File: config.mk
export PLATFORM = sky130hd
export DESIGN_NAME = dht_uart_reporter_flat
export DESIGN_NICKNAME = d
export VERILOG_FILES = /design/src/rtl/dht_uart_if.sv /design/src/rtl/dht_uart_reporter.sv /design/src/flat_wrapper.sv
export SDC_FILE = /design/constraint.sdc
export NUM_CORES = 1
export LEC_CHECK = 0
export ABC_AREA = 1
export BUFFER_PORTS_ARGS = -buffer_cell sky130_fd_sc_hd__buf_4
export CORE_MARGIN = 10
export CORE_UTILIZATION = 27
export CTS_CLUSTER_SIZE = 16
export DETAILED_ROUTE_END_ITERATION = 10
export SYNTH_ARGS = -nofsm -noshare
export SYNTH_HDL_FRONTEND = slang
export SYNTH_SLANG_ARGS = --single-unit
export TNS_END_PERCENT = 20
File: constraint.sdc
create_clock -name clk_50M -period 2.3 [get_ports clk_50M]
set_input_delay 0.46 -clock clk_50M [delete_from_list [all_inputs] [get_ports clk_50M]]
set_output_delay 0.46 -clock clk_50M [all_outputs]
set_load 0.05 [all_outputs]
File: src/rtl/dht_uart_if.sv
// One DHT reading plus its single-cycle valid strobe, from sensor interface to reporter.
`timescale 1ns/1ps
interface dht_uart_if;
  logic [7:0] T_integral;
  logic [7:0] T_decimal;
  logic [7:0] RH_integral;
  logic [7:0] RH_decimal;
  logic [7:0] Checksum;
  logic       data_valid;

  modport master (output T_integral, T_decimal, RH_integral, RH_decimal, Checksum, data_valid);
  modport slave  (input  T_integral, T_decimal, RH_integral, RH_decimal, Checksum, data_valid);
endinterface

File: src/rtl/dht_uart_reporter.sv
// Captures a DHT reading and sends it as "T:ddd.f H:ddd.f\r\n" over an 8N1 UART.
// Build option CHECKSUM_FLAG_EN inserts " OK"/" ER" (checksum verdict) before CR/LF.
`timescale 1ns/1ps
module dht_uart_reporter #(
  parameter int CLKS_PER_BIT = 434
) (
  input  logic      clk_50M,
  input  logic      reset,
  dht_uart_if.slave dht,
  output logic      uart_tx,
  output logic      busy,
  output logic      frame_done
);
  localparam int CW = $clog2(CLKS_PER_BIT);
  localparam logic [CW-1:0] BIT_LAST = CW'(CLKS_PER_BIT - 1);
`ifdef CHECKSUM_FLAG_EN
  localparam logic [4:0] LAST_CHAR = 5'd19;
`else
  localparam logic [4:0] LAST_CHAR = 5'd16;
`endif

  typedef enum logic [2:0] {IDLE, CONVERT, LOAD, START, DATA, STOP, DONE} state_t;

  state_t        state_q, state_d;
  logic [CW-1:0] bit_cnt_q, bit_cnt_d;
  logic [2:0]    bit_idx_q, bit_idx_d;
  logic [4:0]    char_idx_q, char_idx_d;
  logic [2:0]    conv_cnt_q, conv_cnt_d;
  logic [19:0]   t_dd_q, t_dd_d, rh_dd_q, rh_dd_d;
  logic [7:0]    t_dec_q, t_dec_d, rh_dec_q, rh_dec_d;
  logic [7:0]    shift_q, shift_d;
  logic          uart_tx_q, uart_tx_d;
  logic          busy_q, busy_d;
  logic          frame_done_q, frame_done_d;
  logic [7:0]    cur_char;
`ifdef CHECKSUM_FLAG_EN
  logic          ck_ok_q, ck_ok_d;
`else
  logic          unused_checksum;
  assign unused_checksum = ^dht.Checksum;
`endif

  // One double-dabble iteration on {hundreds, tens, ones, binary}.
  function automatic logic [19:0] dd_step(input logic [19:0] s);
    logic [19:0] a;
    a = s;
    for (int i = 0; i < 3; i++)
      if (a[8+4*i +: 4] >= 4'd5) a[8+4*i +: 4] = a[8+4*i +: 4] + 4'd3;
    return {a[18:0], 1'b0};
  endfunction

  function automatic logic [7:0] frac_ascii(input logic [7:0] v);
    return (v > 8'd9) ? 8'h39 : (8'h30 + v);
  endfunction

  always_comb begin
    cur_char = 8'h0A;
    case (char_idx_q)
      5'd0:        cur_char = 8'h54;
      5'd1, 5'd9:  cur_char = 8'h3A;
      5'd2:        cur_char = {4'h3, t_dd_q[19:16]};
      5'd3:        cur_char = {4'h3, t_dd_q[15:12]};
      5'd4:        cur_char = {4'h3, t_dd_q[11:8]};
      5'd5, 5'd13: cur_char = 8'h2E;
      5'd6:        cur_char = frac_ascii(t_dec_q);
      5'd7:        cur_char = 8'h20;
      5'd8:        cur_char = 8'h48;
      5'd10:       cur_char = {4'h3, rh_dd_q[19:16]};
      5'd11:       cur_char = {4'h3, rh_dd_q[15:12]};
      5'd12:       cur_char = {4'h3, rh_dd_q[11:8]};
      5'd14:       cur_char = frac_ascii(rh_dec_q);
`ifdef CHECKSUM_FLAG_EN
      5'd15:       cur_char = 8'h20;
      5'd16:       cur_char = ck_ok_q ? 8'h4F : 8'h45;
      5'd17:       cur_char = ck_ok_q ? 8'h4B : 8'h52;
      5'd18:       cur_char = 8'h0D;
`else
      5'd15:       cur_char = 8'h0D;
`endif
      default:     cur_char = 8'h0A;
    endcase
  end

  always_comb begin
    state_d      = state_q;
    bit_cnt_d    = bit_cnt_q;
    bit_idx_d    = bit_idx_q;
    char_idx_d   = char_idx_q;
    conv_cnt_d   = conv_cnt_q;
    t_dd_d       = t_dd_q;
    rh_dd_d      = rh_dd_q;
    t_dec_d      = t_dec_q;
    rh_dec_d     = rh_dec_q;
    shift_d      = shift_q;
    uart_tx_d    = uart_tx_q;
    busy_d       = busy_q;
    frame_done_d = 1'b0;
`ifdef CHECKSUM_FLAG_EN
    ck_ok_d      = ck_ok_q;
`endif
    case (state_q)
      // DONE already has busy low, so a reading arriving there is taken as well.
      IDLE, DONE: begin
        state_d = IDLE;
        if (dht.data_valid) begin
          t_dd_d     = {12'd0, dht.T_integral};
          rh_dd_d    = {12'd0, dht.RH_integral};
          t_dec_d    = dht.T_decimal;
          rh_dec_d   = dht.RH_decimal;
`ifdef CHECKSUM_FLAG_EN
          ck_ok_d    = (8'(dht.T_integral + dht.T_decimal + dht.RH_integral + dht.RH_decimal)
                        == dht.Checksum);
`endif
          conv_cnt_d = 3'd0;
          char_idx_d = 5'd0;
          busy_d     = 1'b1;
          state_d    = CONVERT;
        end
      end
      CONVERT: begin
        t_dd_d     = dd_step(t_dd_q);
        rh_dd_d    = dd_step(rh_dd_q);
        conv_cnt_d = conv_cnt_q + 3'd1;
        if (conv_cnt_q == 3'd7) state_d = LOAD;
      end
      LOAD: begin
        shift_d   = cur_char;
        uart_tx_d = 1'b0;
        bit_cnt_d = '0;
        state_d   = START;
      end
      START: begin
        if (bit_cnt_q == BIT_LAST) begin
          bit_cnt_d = '0;
          bit_idx_d = 3'd0;
          uart_tx_d = shift_q[0];
          state_d   = DATA;
        end else begin
          bit_cnt_d = bit_cnt_q + 1'b1;
        end
      end
      DATA: begin
        if (bit_cnt_q == BIT_LAST) begin
          bit_cnt_d = '0;
          if (bit_idx_q == 3'd7) begin
            uart_tx_d = 1'b1;
            state_d   = STOP;
          end else begin
            shift_d   = shift_q >> 1;
            uart_tx_d = shift_q[1];
            bit_idx_d = bit_idx_q + 3'd1;
          end
        end else begin
          bit_cnt_d = bit_cnt_q + 1'b1;
        end
      end
      STOP: begin
        if (bit_cnt_q == BIT_LAST) begin
          bit_cnt_d = '0;
          if (char_idx_q == LAST_CHAR) begin
            char_idx_d   = 5'd0;
            busy_d       = 1'b0;
            frame_done_d = 1'b1;
            state_d      = DONE;
          end else begin
            char_idx_d = char_idx_q + 5'd1;
            state_d    = LOAD;
          end
        end else begin
          bit_cnt_d = bit_cnt_q + 1'b1;
        end
      end
      default: state_d = IDLE;
    endcase
  end

  always_ff @(posedge clk_50M) begin
    if (!reset) begin
      state_q      <= IDLE;
      bit_cnt_q    <= '0;
      bit_idx_q    <= 3'd0;
      char_idx_q   <= 5'd0;
      conv_cnt_q   <= 3'd0;
      t_dd_q       <= 20'd0;
      rh_dd_q      <= 20'd0;
      t_dec_q      <= 8'd0;
      rh_dec_q     <= 8'd0;
      shift_q      <= 8'd0;
      uart_tx_q    <= 1'b1;
      busy_q       <= 1'b0;
      frame_done_q <= 1'b0;
`ifdef CHECKSUM_FLAG_EN
      ck_ok_q      <= 1'b0;
`endif
    end else begin
      state_q      <= state_d;
      bit_cnt_q    <= bit_cnt_d;
      bit_idx_q    <= bit_idx_d;
      char_idx_q   <= char_idx_d;
      conv_cnt_q   <= conv_cnt_d;
      t_dd_q       <= t_dd_d;
      rh_dd_q      <= rh_dd_d;
      t_dec_q      <= t_dec_d;
      rh_dec_q     <= rh_dec_d;
      shift_q      <= shift_d;
      uart_tx_q    <= uart_tx_d;
      busy_q       <= busy_d;
      frame_done_q <= frame_done_d;
`ifdef CHECKSUM_FLAG_EN
      ck_ok_q      <= ck_ok_d;
`endif
    end
  end

  assign uart_tx    = uart_tx_q;
  assign busy       = busy_q;
  assign frame_done = frame_done_q;
endmodule

File: src/flat_wrapper.sv
// flat-port wrapper written by rule: the top's interface ports become plain ports
module dht_uart_reporter_flat 
#(
  parameter int CLKS_PER_BIT = 434
)
  (clk_50M, reset, uart_tx, busy, frame_done, dht_T_integral, dht_T_decimal, dht_RH_integral, dht_RH_decimal, dht_Checksum, dht_data_valid);
  dht_uart_if dht_i ();
  input  logic clk_50M;
  input  logic reset;
  output logic uart_tx;
  output logic busy;
  output logic frame_done;
  input wire logic [$bits(dht_i.T_integral)-1:0] dht_T_integral;
  input wire logic [$bits(dht_i.T_decimal)-1:0] dht_T_decimal;
  input wire logic [$bits(dht_i.RH_integral)-1:0] dht_RH_integral;
  input wire logic [$bits(dht_i.RH_decimal)-1:0] dht_RH_decimal;
  input wire logic [$bits(dht_i.Checksum)-1:0] dht_Checksum;
  input wire logic [$bits(dht_i.data_valid)-1:0] dht_data_valid;
  assign dht_i.T_integral = dht_T_integral;
  assign dht_i.T_decimal = dht_T_decimal;
  assign dht_i.RH_integral = dht_RH_integral;
  assign dht_i.RH_decimal = dht_RH_decimal;
  assign dht_i.Checksum = dht_Checksum;
  assign dht_i.data_valid = dht_data_valid;
  dht_uart_reporter #(.CLKS_PER_BIT(CLKS_PER_BIT)) u_core (.clk_50M(clk_50M), .reset(reset), .dht(dht_i), .uart_tx(uart_tx), .busy(busy), .frame_done(frame_done));
endmodule
==> results of run 1 <==
## critical path, stage by stage (launching register included)
cell,delay [ps]
dfxtp_1,380
inv_2,80
nand3_1,160
nand3_4,150
inv_4,120
nand3_2,100
buf_4,240
inv_2,280
o21ai_0,140
a21oi_1,140
## report_power, final
part           leakage [nW]  switching [mW]  internal (mW)
clock network         0.122           0.609          0.724
logic                  1.54            1.48          0.696
registers             0.735           0.186           1.87
total                  2.39            2.27           3.29
## per-stage QoR
stage | instances | instance area [um2] | utilization | setup slack [ps]
floorplan | 733 | 4910 | - | 783
global placement | 984 | 5420 | 0.302 | 436
detailed placement | 984 | 5420 | 0.302 | 434
CTS | 999 | 5670 | 0.317 | 407
global route | 999 | 5670 | 0.317 | 209
finish | 999 | 5670 | 0.317 | 432
## layer usage
| metal | wire length, um | global-route usage |
|---|---|---|
| met1 | 6160 | 0.130 |
| met4 | 191 | 0.0391 |
| met2 | 5280 | 0.157 |
| met3 | 422 | 0.0218 |
| met5 | 0 | 0 |
## cell families after synthesis
group / count (synthesis) / synth area share
adder cells (fa/ha/maj): 25 / 0.0637
AO/OA/AOI/OAI: 159 / 0.172
buffers and inverters: 107 / 0.0907
AND/OR/NAND/NOR: 345 / 0.294
flip-flops: 90 / 0.367
XOR/XNOR: 7 / 0.0125
## final cells by class
cell class,instances,area [um2],area share
clock buffer,12,236,0.0417
sequential,90,1800,0.318
timing repair buffer,47,353,0.0622
clock inverter,3,17.5,0.00309
inverter,82,310,0.0547
tap,229,287,0.0505
multi-input combinational,536,2660,0.470
## how the worst max path moves through the flow
stage / depth (start not counted) / slack (ps) / to / startpoint
final: 9 / 430 / u_core.state_q[0] / u_core.state_q[2]
after global routing: 10 / 210 / u_core.state_q[1] / u_core.bit_cnt_q[0]
after CTS: 9 / 410 / u_core.state_q[0] / u_core.state_q[2]
after detailed placement: 9 / 430 / u_core.state_q[0] / u_core.state_q[2]
after global placement: 9 / 440 / u_core.state_q[0] / u_core.state_q[2]
after floorplan: 13 / 780 / u_core.shift_q[3] / u_core.char_idx_q[0]
## cell usage in the layout, fill, tap and decap left out, types with 2 or more instances in the layout
master / instances
o32ai_1: 3
inv_1: 74
buf_4: 47
nand4_1: 5
nand3b_1: 2
nand2_1: 175
clkbuf_16: 9
inv_2: 6
xor2_1: 7
ha_1: 25
o21ai_0: 64
nor3_1: 12
o22ai_1: 3
dfxtp_1: 90
clkbuf_1: 3
nand3_2: 2
nand3_1: 39
nand2_2: 4
nor2b_1: 2
clkinv_2: 2
nor2_1: 98
o21ai_1: 8
or2_2: 2
o211ai_1: 2
a21oi_1: 61
a31oi_1: 16
## sequential cells by signal (all words and copies together) (netlist names)
name / cells
u_core.t_dec_q: 8
u_core.char_idx_q: 5
u_core.shift_q: 8
u_core.busy: 1
u_core.conv_cnt_q: 3
u_core.rh_dec_q: 8
u_core.bit_cnt_q: 9
u_core.state_q: 3
u_core.uart_tx: 1
u_core.frame_done: 1
u_core.t_dd_q: 20
u_core.rh_dd_q: 20
u_core.bit_idx_q: 3
## synthesized netlist by cell type, types with 5 or more instances
master,n
nor3_1,12
dfxtp_1,90
buf_2,8
o21ai_0,64
nand2_1,175
xor2_1,7
a31oi_1,16
nand4_1,5
a21oi_1,61
clkbuf_1,9
inv_2,6
ha_1,25
nand3_1,39
inv_1,74
nor2_1,98
o21ai_1,8
==> results.txt, run 1 <==
----------------------------------------------------
[Run status]
  Status ... completed

[Route]
  Number of vias per cell after detailed routing ... ~4.7
  Total iterations of the first detailed-routing run ... 5
  Wirelength per Cell ... 12.1 um
  Remaining antenna violation count ... 0
  DRC ... 0
  Number of design-rule violations left by the first detailed-router iteration ... 323
  Aggregate routed wire length ... 12100 um
  Via total after detailed routing ... 4650

[CTS]
  Number of hold buffers added after cts ... 0
  Number of buffers on the longest clock path ... 2
  Post-CTS resize count ... 0
  Clock root buffer ... clkbuf_16
  Worst-skew pair later-pin latency ... 340 ps
  TritonCTS Buffers ... 9
  Clock transition at the registers of the reported paths ... 60 ps
  Post-CTS setup repair buffer count ... 0
  Number of clock sinks seen by CTS ... 90
  TritonCTS clock tree ... yes
  H-tree lvl count ... 3

[STA]
  Final worst path period need ... 1870 ps
  Tcrit/Tclk final ... 0.812
  Final Hold Violating Endpoints ... 0
  Final TNS setup ... 0 ps
  Final setup viols ... 0
  Slew of the pin with the lowest slew margin ... about 410 ps
  Max-Slew Margin vs Limit ... 0.724
  Final worst hold slack ... 340 ps
  Final count of pins violating max slew ... 0
  Final worst clock skew ... 4.54 ps
  RSZ-0062 raised after global routing ... false
  Highest attainable clock frequency ... 535 MHz

[Setup path]
  Kind of critical path ... reg2reg
  WP data arrival ... 2150 ps
  Critical Path End Type ... flip-flop
  Critical path startpoint category ... flip-flop
  Internal reg-to-reg setup slack ... 430 ps
  Worst reg2reg path endpoint ... u_core.state_q[0]
  Register-to-Register Path Depth ... 9
  Req. time, crit path ... 2580 ps
  Worst-path maximum fanout ... 28
  RR Startpoint ... u_core.state_q[2]

[Floorplan]
  Initial Util ... 0.274
  Overall die area ... approximately 24000 um2
  Chip Height ... 155 um
  Die Width ... 155 um
  I/O pins ... 46
  CORE AREA ... between 15000 and 20000 um2
  Cell Rows ... 49

[Synthesis]
  Mean post-synth cell area ... 6.70 um2
  Count of yosys warnings during synthesis ... 0
  Flip-flop cell with the highest count after synthesis ... dfxtp_1
  Area of the mapped netlist ... 4910 um2
  Cell type with the largest total area after synthesis ... dfxtp_1
  Count of distinct cell types in the synthesized netlist ... 36
  Post-Synthesis Net Count ... 801
  Fraction of post-synthesis cell area in the top cell type by area ... 0.367
  Sequential fraction of the synthesis area ... 0.367
  EDFF count, synth ... 0
  Number of storage elements in the synthesis netlist ... 90
  Number of standard cells after synthesis ... ~730
  Async set-reset flop share out of synthesis ... 0
  Leading post-synthesis cells by cell area ... dfxtp_1 (37%), nand2_1 (13%), nor2_1 (7.5%), o21ai_0 (6.5%), ha_1 (6.4%)

[Pwr]
  Peak supply drop ... ~570 uV
  Design Power ... 5.56 mW
  Ratio of total power to cell area ... ~1000 nW/um2
  Leak pwr ... 2.39 nW

[Global route]
  Via count of the first global-routing pass ... 4333
  Maximum number of pins on one net before global-route repair ... 35
  Global Route Usage Sum ... 0.100
  Number of antenna violations at the first check in global routing ... 0
  First-pass GRT wire length ... 20300 um
  Total grt overflow ... 0

[Placed design]
  Gpl congestion ... 0.913
  DP HPWL ... 8780 um
  Number of I/O port buffers ... 37

[Worst hold path]
  Worst min path class ... in2reg
  Origin of the worst min-delay path ... dht_T_integral[0]
  Worst hold path endpoint ... u_core.t_dd_q[0]
  Depth of the worst hold-timing path ... 3

[Cells and area]
  Total Nets Final ... roughly 830
  Area added between synthesis and finish ... 15.4%
  Fill count ... 2000
  Number of diodes ... 0
  Fraction of final layout cells with drive strength greater than 1 ... 0.101

[Flow run]
  Max Cap Violations ... 0

----------------------------------------------------
Note: power is estimated with default switching activity, not from simulation.
==> run 2, diff against run 1 <==
==> constraint.sdc (replaced) <==
create_clock -name clk_50M -period 1.85 [get_ports clk_50M]
set_input_delay 0.37 -clock clk_50M [delete_from_list [all_inputs] [get_ports clk_50M]]
set_output_delay 0.37 -clock clk_50M [all_outputs]
set_load 0.05 [all_outputs]
==> run 2 against run 1 <==
- sequential cell count is the same
- sequential power grew 24%
- via count shrank 1.4%
- routed wire length grew 0.44%
- first-iteration DRC count shrank 33%
- design area grew 2.4%
- final cell count grew 0.90%
- worst setup slack lost 270 ps
- critical path type unchanged
==> results.txt, run 2 (synthesis results as in run 1) <==
----------------------------------------------------
[Run status]
  Status ... completed

[Cells and area]
  Fin area ... slightly below 6000 um2
  Final non-filler cell total ... around 1000
  Most common cell after layout, fill and taps aside ... nand2_1
  Core utilization of the finished layout ... 0.324
  Registers with the most flip-flops ... u_core.rh_dd_q: 20 flops, u_core.t_dd_q: 20 flops, u_core.bit_cnt_q: 9 flops
  Total Nets Final ... 842
  Most frequent cells in the layout ... nand2_1 (175), nor2_1 (95), dfxtp_1 (90)
  Number of diodes ... 0
  Area added between synthesis and finish ... 18.3%
  Fraction of final layout cells with drive strength greater than 1 ... 0.121

[Route]
  Remaining antenna violation count ... 0
  Wirelength per Cell ... 12.0 um
  Number of design-rule violations left by the first detailed-router iteration ... 217
  DRC ... 0
  Total iterations of the first detailed-routing run ... 5
  Via total after detailed routing ... 4585
  Number of vias per cell after detailed routing ... 4.55
  Aggregate routed wire length ... 12100 um

[CTS]
  Worst-skew pair later-pin latency ... 350 ps
  TritonCTS clock tree ... yes
  Post-CTS setup repair buffer count ... 0
  Post-CTS resize count ... 0
  Number of clock sinks seen by CTS ... 90
  Clock transition at the registers of the reported paths ... ~60 ps
  Clock root buffer ... clkbuf_16
  Number of hold buffers added after cts ... 0
  Number of buffers on the longest clock path ... 2
  TritonCTS Buffers ... 9
  H-tree lvl count ... 3

[Placed design]
  Placed cell area ... 5510 um2
  Gpl congestion ... about 0.85
  Worst setup slack before clock tree synthesis ... 70.0 ps
  DP HPWL ... 8960 um
  Post-Place Cells ... 992
  Number of I/O port buffers ... 37

[STA]
  Final count of pins violating max slew ... 0
  Slew of the pin with the lowest slew margin ... 372 ps
  Final worst clock skew ... 5.05 ps
  Final setup viols ... 0
  Max-Slew Margin vs Limit ... 0.751
  Final worst path period need ... 1690 ps
  Least setup slack across all paths after layout ... about 160 ps
  Final Hold Violating Endpoints ... 0
  Tcrit/Tclk final ... 0.914
  RSZ-0062 raised after global routing ... true
  Highest attainable clock frequency ... between 500 and 600 MHz

[Global route]
  Total grt overflow ... 0
  Number of antenna violations at the first check in global routing ... 0
  First-pass GRT wire length ... 20400 um
  Via count of the first global-routing pass ... approximately 4300
  Maximum number of pins on one net before global-route repair ... 35
  Global Route Usage Sum ... 0.102

[Floorplan]
  Overall die area ... 24000 um2
  Chip Height ... 155 um
  Die Width ... 155 um
  Initial Util ... 0.274
  Cell Rows ... 49
  CORE AREA ... 17900 um2
  I/O pins ... 46

[Setup path]
  Register-to-Register Path Depth ... 12
  WP data arrival ... slightly below 2000 ps
  Critical Path End Type ... flip-flop
  Critical path startpoint category ... flip-flop
  RR Startpoint ... u_core.char_idx_q[0]
  Kind of critical path ... reg2reg
  Worst-path maximum fanout ... 5
  Internal reg-to-reg setup slack ... about 160 ps
  Worst reg2reg path endpoint ... u_core.shift_q[1]
  Req. time, crit path ... 2090 ps

[Worst hold path]
  Worst min path class ... in2reg
  Worst hold path endpoint ... u_core.t_dd_q[0]
  Origin of the worst min-delay path ... dht_T_integral[0]
  Depth of the worst hold-timing path ... 3

[Pwr]
  Leak pwr ... around 2.5 nW
  Ratio of total power to cell area ... roughly 1200 nW/um2
  Peak supply drop ... 644 uV

[Flow run]
  Max Cap Violations ... 0

----------------------------------------------------
==> run 2: cell count changes in the layout (fill, tap and decap cells not counted) <==
| cell | previous run | this run |
|---|---|---|
| o21ai_1 | 8 | 9 |
| clkinvlp_4 | 1 | 2 |
| clkbuf_1 | 3 | 1 |
| o21ai_0 | 64 | 63 |
| buf_12 | 0 | 3 |
| clkinv_2 | 2 | 3 |
| nor2_1 | 98 | 95 |
| nor3_1 | 12 | 10 |
| nor2_4 | 0 | 1 |
| nor3_2 | 0 | 2 |
| buf_4 | 47 | 52 |
| clkbuf_8 | 0 | 1 |
| nor2_2 | 0 | 2 |
==> run 2: stage by stage <==
stage	total power [mW]	hold WS [ps]	setup TNS [ps]
after CTS	7.28	251	0
final	7.23	259	0
after detailed placement	5.55	434	0
after global routing	7.80	261	-455
after global placement	5.53	430	0
after floorplan	4.69	418	0
==> run 2: per-layer routing <==
| layer | part of all wire | GRT usage | routed length [um] | vias up |
|---|---|---|---|---|
| met5 | 0 | 0 | 0 | - |
| met4 | 0.017 | 0.0432 | 201 | 0 |
| met3 | 0.031 | 0.0196 | 380 | 12 |
| met2 | 0.45 | 0.162 | 5450 | 56 |
| met1 | 0.50 | 0.131 | 6080 | 2038 |
| li1 | - | - | - | 2479 |
==> run 2: area by class of cell <==
type	instances	area (um2)
Multi-Input combinational cell	536	2690
Tap cell	229	287
Clock buffer	11	243
Timing Repair Buffer	55	450
Fill cell	1983	12100
Sequential cell	90	1800
Clock inverter	5	30.0
Inverter	82	310
==> run 2: critical path: stages, from the launching register on <==
cell,delay (ps)
dfxtp_1,410
ha_1,190
inv_1,60
nor2_1,210
nand2_1,130
nand2_1,130
nor2_1,50
nand2_1,70
nor2_1,40
nor2_1,110
nand2_1,70
nand2_1,60
a21oi_1,50
==> run 2: worst max path at each step <==
stage / slack [ps] / endpoint / startpoint
floorplan: 330 / u_core.shift_q[3] / u_core.char_idx_q[0]
global placement: 80 / u_core.shift_q[1] / u_core.char_idx_q[0]
detailed placement: 70 / u_core.shift_q[2] / u_core.char_idx_q[0]
CTS: 60 / u_core.shift_q[2] / u_core.char_idx_q[0]
global route: -80 / u_core.bit_cnt_q[4] / u_core.state_q[1]
finish: 160 / u_core.shift_q[1] / u_core.char_idx_q[0]
==> run 2: where the power goes <==
part	internal, mW	switching (mW)	total, mW
registers	2.33	0.227	2.56
logic	1.06	1.90	2.96
clock network	0.940	0.776	1.72
